### config.mk
export PLATFORM = sky130hd
export DESIGN_NAME = cmp_stat_unit
export DESIGN_NICKNAME = d
export VERILOG_FILES = /design/src/rtl/cmp_stat_unit.sv
export SDC_FILE = /design/constraint.sdc
export NUM_CORES = 1
export LEC_CHECK = 0
export CORE_AREA = 2 2 69 71
export CTS_BUF_LIST = sky130_fd_sc_hd__clkbuf_4
export DETAILED_ROUTE_END_ITERATION = 8
export DIE_AREA = 0 0 71 73
export PLACE_DENSITY = 0.86
export RECOVER_POWER = 50
export SLEW_MARGIN = 20
export SYNTH_ARGS = -nofsm -noshare
export SYNTH_HDL_FRONTEND = slang
export SYNTH_SLANG_ARGS = --single-unit
### constraint.sdc
create_clock -name clk -period 4 [get_ports clk]
set_input_delay 0.8 -clock clk [delete_from_list [all_inputs] [get_ports clk]]
set_output_delay 0.8 -clock clk [all_outputs]
set_load 0.02 [all_outputs]
### src/rtl/cmp_stat_unit.sv
// Result statistics for the 4-bit magnitude comparator: per-class saturating counts,
// run-length/streak tracking and a snapshot handshake that freezes intake.
module cmp_stat_unit #(
    parameter int unsigned CNT_W      = 8,
    parameter int unsigned RUN_W      = 4,
    parameter int unsigned RUN_THRESH = 4
) (
    input  logic             clk,
    input  logic             rst_n,
    input  logic             in_valid,
    output logic             in_ready,
    input  logic [7:0]       cmp_y,
    input  logic             clear,
    input  logic             snap_req,
    output logic             snap_valid,
    input  logic             snap_ack,
    output logic [CNT_W-1:0] cnt_lt,
    output logic [CNT_W-1:0] cnt_eq,
    output logic [CNT_W-1:0] cnt_gt,
    output logic [CNT_W-1:0] cnt_err,
    output logic [1:0]       last_cls,
    output logic [RUN_W-1:0] run_len,
    output logic             streak
);

    localparam logic [1:0] StIdle   = 2'd0;
    localparam logic [1:0] StRun    = 2'd1;
    localparam logic [1:0] StFrozen = 2'd2;

    localparam logic [1:0] ClsNone = 2'd0;
    localparam logic [1:0] ClsLt   = 2'd1;
    localparam logic [1:0] ClsEq   = 2'd2;
    localparam logic [1:0] ClsGt   = 2'd3;

    localparam logic [RUN_W-1:0] RunThresh = RUN_W'(RUN_THRESH);
    localparam logic [RUN_W-1:0] RunMax    = {RUN_W{1'b1}};
    localparam logic [CNT_W-1:0] CntMax    = {CNT_W{1'b1}};

    logic [1:0]       state_q, state_d;
    logic [CNT_W-1:0] cnt_lt_q, cnt_lt_d, cnt_eq_q, cnt_eq_d;
    logic [CNT_W-1:0] cnt_gt_q, cnt_gt_d, cnt_err_q, cnt_err_d;
    logic [1:0]       last_cls_q, last_cls_d;
    logic [RUN_W-1:0] run_len_q, run_len_d;
    logic             streak_q, streak_d;
    logic             snap_valid_q, snap_valid_d;
    logic             accept;
    logic             legal;
    logic [1:0]       cls;

    assign in_ready = (state_q != StFrozen);
    assign accept   = in_valid & in_ready;

    always_comb begin
        legal = 1'b1;
        cls   = ClsNone;
        case (cmp_y)
            8'h01:   cls = ClsLt;
            8'h02:   cls = ClsEq;
            8'h04:   cls = ClsGt;
            default: legal = 1'b0;
        endcase
    end

    always_comb begin
        state_d    = state_q;
        cnt_lt_d   = cnt_lt_q;
        cnt_eq_d   = cnt_eq_q;
        cnt_gt_d   = cnt_gt_q;
        cnt_err_d  = cnt_err_q;
        last_cls_d = last_cls_q;
        run_len_d  = run_len_q;
        streak_d   = 1'b0;

        if (clear || (state_q == StFrozen && snap_ack)) begin
            state_d    = StIdle;
            cnt_lt_d   = '0;
            cnt_eq_d   = '0;
            cnt_gt_d   = '0;
            cnt_err_d  = '0;
            last_cls_d = ClsNone;
            run_len_d  = '0;
        end else if (state_q != StFrozen) begin
            if (accept) begin
                state_d = StRun;
                if (legal) begin
                    unique case (cls)
                        ClsLt: if (cnt_lt_q != CntMax) cnt_lt_d = cnt_lt_q + CNT_W'(1);
                        ClsEq: if (cnt_eq_q != CntMax) cnt_eq_d = cnt_eq_q + CNT_W'(1);
                        ClsGt: if (cnt_gt_q != CntMax) cnt_gt_d = cnt_gt_q + CNT_W'(1);
                        default: ;
                    endcase
                    if (cls == last_cls_q) begin
                        if (run_len_q != RunMax) run_len_d = run_len_q + RUN_W'(1);
                    end else begin
                        run_len_d  = RUN_W'(1);
                        last_cls_d = cls;
                    end
                    // Fire only on the step into the threshold, never while saturated.
                    streak_d = (run_len_d == RunThresh) &&
                               ((run_len_d != run_len_q) || (cls != last_cls_q));
                end else begin
                    if (cnt_err_q != CntMax) cnt_err_d = cnt_err_q + CNT_W'(1);
                    run_len_d  = '0;
                    last_cls_d = ClsNone;
                end
            end
            if (snap_req) state_d = StFrozen;
        end

        snap_valid_d = (state_d == StFrozen);
    end

    always_ff @(posedge clk or negedge rst_n) begin
        if (!rst_n) begin
            state_q      <= StIdle;
            cnt_lt_q     <= '0;
            cnt_eq_q     <= '0;
            cnt_gt_q     <= '0;
            cnt_err_q    <= '0;
            last_cls_q   <= ClsNone;
            run_len_q    <= '0;
            streak_q     <= 1'b0;
            snap_valid_q <= 1'b0;
        end else begin
            state_q      <= state_d;
            cnt_lt_q     <= cnt_lt_d;
            cnt_eq_q     <= cnt_eq_d;
            cnt_gt_q     <= cnt_gt_d;
            cnt_err_q    <= cnt_err_d;
            last_cls_q   <= last_cls_d;
            run_len_q    <= run_len_d;
            streak_q     <= streak_d;
            snap_valid_q <= snap_valid_d;
        end
    end

    assign cnt_lt     = cnt_lt_q;
    assign cnt_eq     = cnt_eq_q;
    assign cnt_gt     = cnt_gt_q;
    assign cnt_err    = cnt_err_q;
    assign last_cls   = last_cls_q;
    assign run_len    = run_len_q;
    assign streak     = streak_q;
    assign snap_valid = snap_valid_q;

endmodule
==> impl_metrics.yaml, run 1 <==
clocking:
  holdBufCountCts: 0
  clk_pin_slew_worst_paths_ps: 120
  ctsResizeCount: 0
  cts.htree.levels: 2
  cts_root_buffer: "clkbuf_4"
  cts_tree: "done"
  numCtsBuffers: 5
  cts_setup_buffers: 0
  clock_path_buffers: 2
  clkLatencyLatePin_ps: 350
  numClockSinks: 42
detailed_routing:
  routed_via_density: 6.03
  drt_wl_total_mm: 5.65
  drtIter0Drc: 160
  drt-wirelength-per-cell_um: 15.0
  dr.pass1.iters: 5
  num_vias: 2266
  ant_nets: 0
  drc: 0
timing:
  hold_viol: 0
  finalCriticalPeriod_ps: 3240
  fmaxAchievable_mhz: 308
  fin_skew_ps: 7.77
  finalCritPeriodShare: 0.810
  slew_headroom: -0.459
  setup_viol: 0
  whs_ps: 573
  slew_viol_final: 43
  fin_setup_tns_ps: 0
  tightest_slew_ps: 2190
  setup_slack_ps: 758
  rsz0062_at_grt: "no"
logic_synthesis:
  ys_warn_count: 0
  syn_area_per_cell_um2: 9.13
  synth_cells: 266
  netlist_area_um2: 2430
  synth_nets: 285
  synth-main-ff-cell: "dfrtp_1"
  ys_seq_area_frac: 0.433
  async_flop_share: 1.00
  ys_types: 50
  synth_edf_count: 0
  ys_ff_latch: 42
pwr:
  p_leak_nw: 1.33
  power_density_nw_per_um2: 235
  vdd_drop_max_mv: 0.150
placement:
  port_buffers: 54
  place_congestion: 0.893
  pre_cts_ws_ps: 399
  post_dp_cell_area_um2: 3020
  hpwl_mm: 4.07
global_routing:
  grt_use_total: 0.227
  grt_pass1_vias: 2067
  grt-ovfl-total: 0
  grt_max_degree: 43
  antenna_found_initial: 0
  grt_first_pass_wirelength_mm: 9.35
finish:
  area_delta_synth_final_pct: 26.6
  num_antenna_cells: 0
  final_common_cell: "dfrtp_1"
  final_nets: 340
  drive_above_1_share: 0.0714
  design_area_um2: 3070
  final_cell_mix: "dfrtp_1, clkdlybuf4s50_1, nor2_1"
worst_setup_path:
  end_kind: "flip-flop"
  r2r_cells: 5
  crit_required_ps: 4270
  cp.arrival_ps: 3510
  start_kind: "input port"
  r2r_slack_ps: 1590
  r2r_start: "state_q[1]"
  critPathLaunch: "cmp_y[5]"
  r2r_end: "cnt_gt[6]"
  crit_type: "input port to flip-flop"
  crit_fanout: 8
floorplan:
  dieArea_um2: 5180
  core_region_area_um2: 4540
  die_w_um: 71
  die_height_um: 73
  start_util: 0.535
  pin_count: 55
  rows: 25
worst_hold_path:
  min_path_type: "flip-flop to flip-flop"
  hold_start: "cnt_gt[7]"
  min_delay_path_depth: 2
  min_to: "cnt_gt[7]"
outcome:
  violations: "capacitance limit, slew limit"
  outcome: "finished with violations"
job:
  maxCapViolCount: 1
==> area by class of cell <==
cell class | count | area [µm²]
flip-flops and latches | 42 | 1050
fillers | 366 | 1460
clock inverters | 2 | 8.76
multi-input cells | 200 | 1280
repair buffers | 58 | 564
inverters | 14 | 52.6
well taps | 54 | 67.6
clock buffers | 6 | 45.0
==> how the worst max path moves through the flow <==
stage / endpoint / slack (ps) / depth (start not counted)
after floorplan: cnt_gt[6] / 990 / 6
after global placement: cnt_gt[6] / 450 / 6
after detailed placement: cnt_gt[6] / 400 / 6
after CTS: cnt_gt[6] / 780 / 6
after global routing: streak / 590 / 6
final: cnt_gt[6] / 760 / 6
==> cells in the mapped netlist, types with 7 or more instances <==
cell type	number	area, µm²
xnor2_1	8	70.1
nor2_1	26	97.6
and3_1	9	56.3
nand2_1	23	86.3
clkbuf_1	8	30.0
a21oi_1	16	80.1
a31o_2	7	61.3
nor3_1	7	35.0
dfrtp_1	42	1050
nand3_1	15	75.1
inv_1	14	52.6
==> per-layer routing <==
| layer | vias to the layer above | wire length, µm | global-route usage |
|---|---|---|---|
| met5 | - | 0 | 0 |
| met4 | 0 | 63 | 0.0692 |
| met3 | 9 | 282 | 0.0497 |
| met2 | 64 | 2810 | 0.389 |
| met1 | 1106 | 2490 | 0.287 |
| li1 | 1087 | - | - |
==> stage by stage <==
step	total power [W]	utilization	cells
global placement	0.000524	0.666	368
floorplan	0.000483	-	266
finish	0.000724	0.678	376
detailed placement	0.000526	0.666	368
CTS	0.000732	0.678	376
global route	0.000762	0.678	376
==> flip-flops by register name (all words and copies together), names as in the netlist <==
signal,flops
cnt_eq,8
cnt_err,8
cnt_gt,8
cnt_lt,8
last_cls,2
run_len,4
snap_valid,1
state_q,2
streak,1
==> cell families (layout without fill, tap and decap cells) <==
| kind of cell | Yosys count | in the layout | synth area share |
|---|---|---|---|
| multiplexers | 5 | 5 | 0.0206 |
| buffers and inverters | 24 | 80 | 0.0376 |
| XOR/XNOR | 13 | 13 | 0.0469 |
| AO/OA/AOI/OAI | 61 | 61 | 0.178 |
| flip-flops | 42 | 42 | 0.433 |
| adder cells (fa/ha/maj) | 6 | 6 | 0.0299 |
| AND/OR/NAND/NOR | 115 | 115 | 0.254 |
==> critical path: stages <==
cell	delay, ps
clkdlybuf4s50_1	430
or4_4	570
or4b_1	640
or4_4	560
or3_1	360
a21oi_1	150
==> power by group <==
group          leakage, nW  switching, W  internal, W   total, W
combinational        0.709     0.0000529    0.0000310  0.0000839
clock               0.0331      0.000135    0.0000730   0.000208
sequential           0.583    0.00000333     0.000429   0.000432
total                 1.33      0.000191     0.000532   0.000724
No activity file was read; power rests on OpenSTA's default activity.
==> run 2, diff against run 1 <==
--- a/config.mk
+++ b/config.mk
@@ -5,11 +5,11 @@
 export SDC_FILE = /design/constraint.sdc
 export NUM_CORES = 1
 export LEC_CHECK = 0
-export CORE_AREA = 2 2 69 71
+export CORE_AREA = 2 2 72 74
 export CTS_BUF_LIST = sky130_fd_sc_hd__clkbuf_4
 export DETAILED_ROUTE_END_ITERATION = 8
-export DIE_AREA = 0 0 71 73
-export PLACE_DENSITY = 0.86
+export DIE_AREA = 0 0 74 76
+export PLACE_DENSITY = 0.8
 export RECOVER_POWER = 50
 export SLEW_MARGIN = 20
 export SYNTH_ARGS = -nofsm -noshare
==> constraint.sdc (replaced) <==
create_clock -name clk -period 3.31 [get_ports clk]
set_input_delay 0.662 -clock clk [delete_from_list [all_inputs] [get_ports clk]]
set_output_delay 0.662 -clock clk [all_outputs]
set_load 0.02 [all_outputs]
==> run 2 against run 1 <==
  * The flow still finishes with violations (capacitance limit, slew limit)
  * Design area is 3.7% higher
  * Die area is 8.5% higher
  * Utilization is 2.9 points lower
  * Combinational power is 32% higher
  * Sequential share of layout area is 1.2 points lower
  * Clock skew is 2.5 ps higher
  * Largest power group unchanged
==> impl_metrics.yaml, run 2 (synthesized netlist as in run 1, its figures left out) <==
outcome:
  outcome: "finished with violations"
  violations: "capacitance limit, slew limit"
placement:
  place_congestion: 0.866
  port_buffers: 54
  hpwl_mm: 4.37
  placed_cells: 397
global_routing:
  grt_first_pass_wirelength_mm: 10.0
  grt-ovfl-total: 0
  grt_use_total: 0.223
  antenna_found_initial: 0
  grt_max_degree: 43
  grt_pass1_vias: 2143
timing:
  tightest_slew_ps: 2210
  fmaxAchievable_mhz: 344
  hold_viol: 0
  slew_headroom: -0.473
  finalCriticalPeriod_ps: 2910
  finalCritPeriodShare: 0.879
  setup_viol: 0
  fin_setup_tns_ps: 0
  slew_viol_final: 43
  fin_skew_ps: 10.3
  rsz0062_at_grt: "no"
  whs_ps: 580
finish:
  final_nets: 353
  num_antenna_cells: 0
  final_cell_mix: "dfrtp_1, clkdlybuf4s50_1, nor2_1"
  final_common_cell: "dfrtp_1"
  drive_above_1_share: 0.104
  area_delta_synth_final_pct: 31.3
  seqCellArea_um2: 1050
  multi_input_area_um2: 1280
  final_cells: 405
  fillers: 411
worst_setup_path:
  r2r_cells: 6
  cp.arrival_ps: 3190
  r2r_end: "cnt_lt[6]"
  r2r_slack_ps: 1010
  critPathLaunch: "cmp_y[5]"
  end_kind: "flip-flop"
  crit_fanout: 5
  crit_required_ps: 3590
  crit_end: "cnt_gt[6]"
  r2r_start: "state_q[1]"
  crit_type: "input port to flip-flop"
  start_kind: "input port"
floorplan:
  pin_count: 55
  rows: 26
  start_util: 0.494
  die_w_um: 74
  dieArea_um2: 5620
  die_height_um: 76
  core_region_area_um2: 4910
detailed_routing:
  num_vias: 2350
  routed_via_density: 5.80
  drt-wirelength-per-cell_um: 15.1
  dr.pass1.iters: 5
  ant_nets: 0
  drtIter0Drc: 143
  drt_wl_total_mm: 6.11
  drc: 0
clocking:
  clk_pin_slew_worst_paths_ps: 130
  cts_root_buffer: "clkbuf_4"
  clock_path_buffers: 2
  holdBufCountCts: 0
  ctsResizeCount: 0
  cts_tree: "done"
  numClockSinks: 42
  numCtsBuffers: 5
  cts_setup_buffers: 0
  clkLatencyLatePin_ps: 350
  cts.htree.levels: 2
pwr:
  vdd_drop_max_mv: 0.196
  power_density_nw_per_um2: 278
  p_leak_nw: 1.38
worst_hold_path:
  min_path_type: "flip-flop to flip-flop"
  hold_start: "cnt_eq[6]"
job:
  maxCapViolCount: 1
==> run 2: changes by cell type in the layout (fill, tap and decap cells not counted), sizes merged <==
cell	before	now
buf	4	16
clkdlybuf4s50	34	35
clkinvlp	0	1
dlygate4sd3	19	18
==> run 2: cell type report <==
| cell class | count | area share |
|---|---|---|
| multi-input cells | 200 | 0.403 |
| flip-flops and latches | 42 | 0.330 |
| repair buffers | 71 | 0.206 |
| well taps | 70 | 0.0275 |
| inverters | 14 | 0.0165 |
| clock buffers | 5 | 0.0118 |
| clock inverters | 3 | 0.00510 |
==> run 2: power by group <==
group          internal [W]  switching, W  total (W)
clock network     0.0000792      0.000175   0.000254
registers          0.000518    0.00000435   0.000522
logic             0.0000420     0.0000687   0.000111
total              0.000639      0.000248   0.000887
==> run 2: stage by stage <==
stage	total power (W)	setup WS (ps)	util	area, µm²
2_1_floorplan	0.000584	439	-	2430
3_3_place_gp	0.000641	69.2	0.639	3140
3_5_place_dp	0.000644	48.6	0.639	3140
4_1_cts	0.000892	403	0.650	3190
5_1_grt	0.000918	330	0.649	3190
6_report	0.000887	402	0.649	3190
==> run 2: worst min-delay path by stage <==
stage	to	depth (start not counted)
after floorplan	cnt_eq[0]	0
after global placement	state_q[1]	2
after detailed placement	state_q[1]	2
after CTS	cnt_eq[5]	1
after global routing	cnt_gt[6]	2
final	cnt_eq[6]	2
==> run 2: routing by layer <==
layer	global-route usage	vias up	wire length (µm)
li1	-	1116	-
met1	0.306	1123	2690
met2	0.365	98	2970
met5	0	-	0
met3	0.0265	13	347
met4	0.0673	0	97
==> run 2: critical path: stages <==
cell and delay, ps:
clkdlybuf4s50_1 420, or4_4 550, or4b_1 530, or4_4 530, or3_1 360, a21oi_1 140
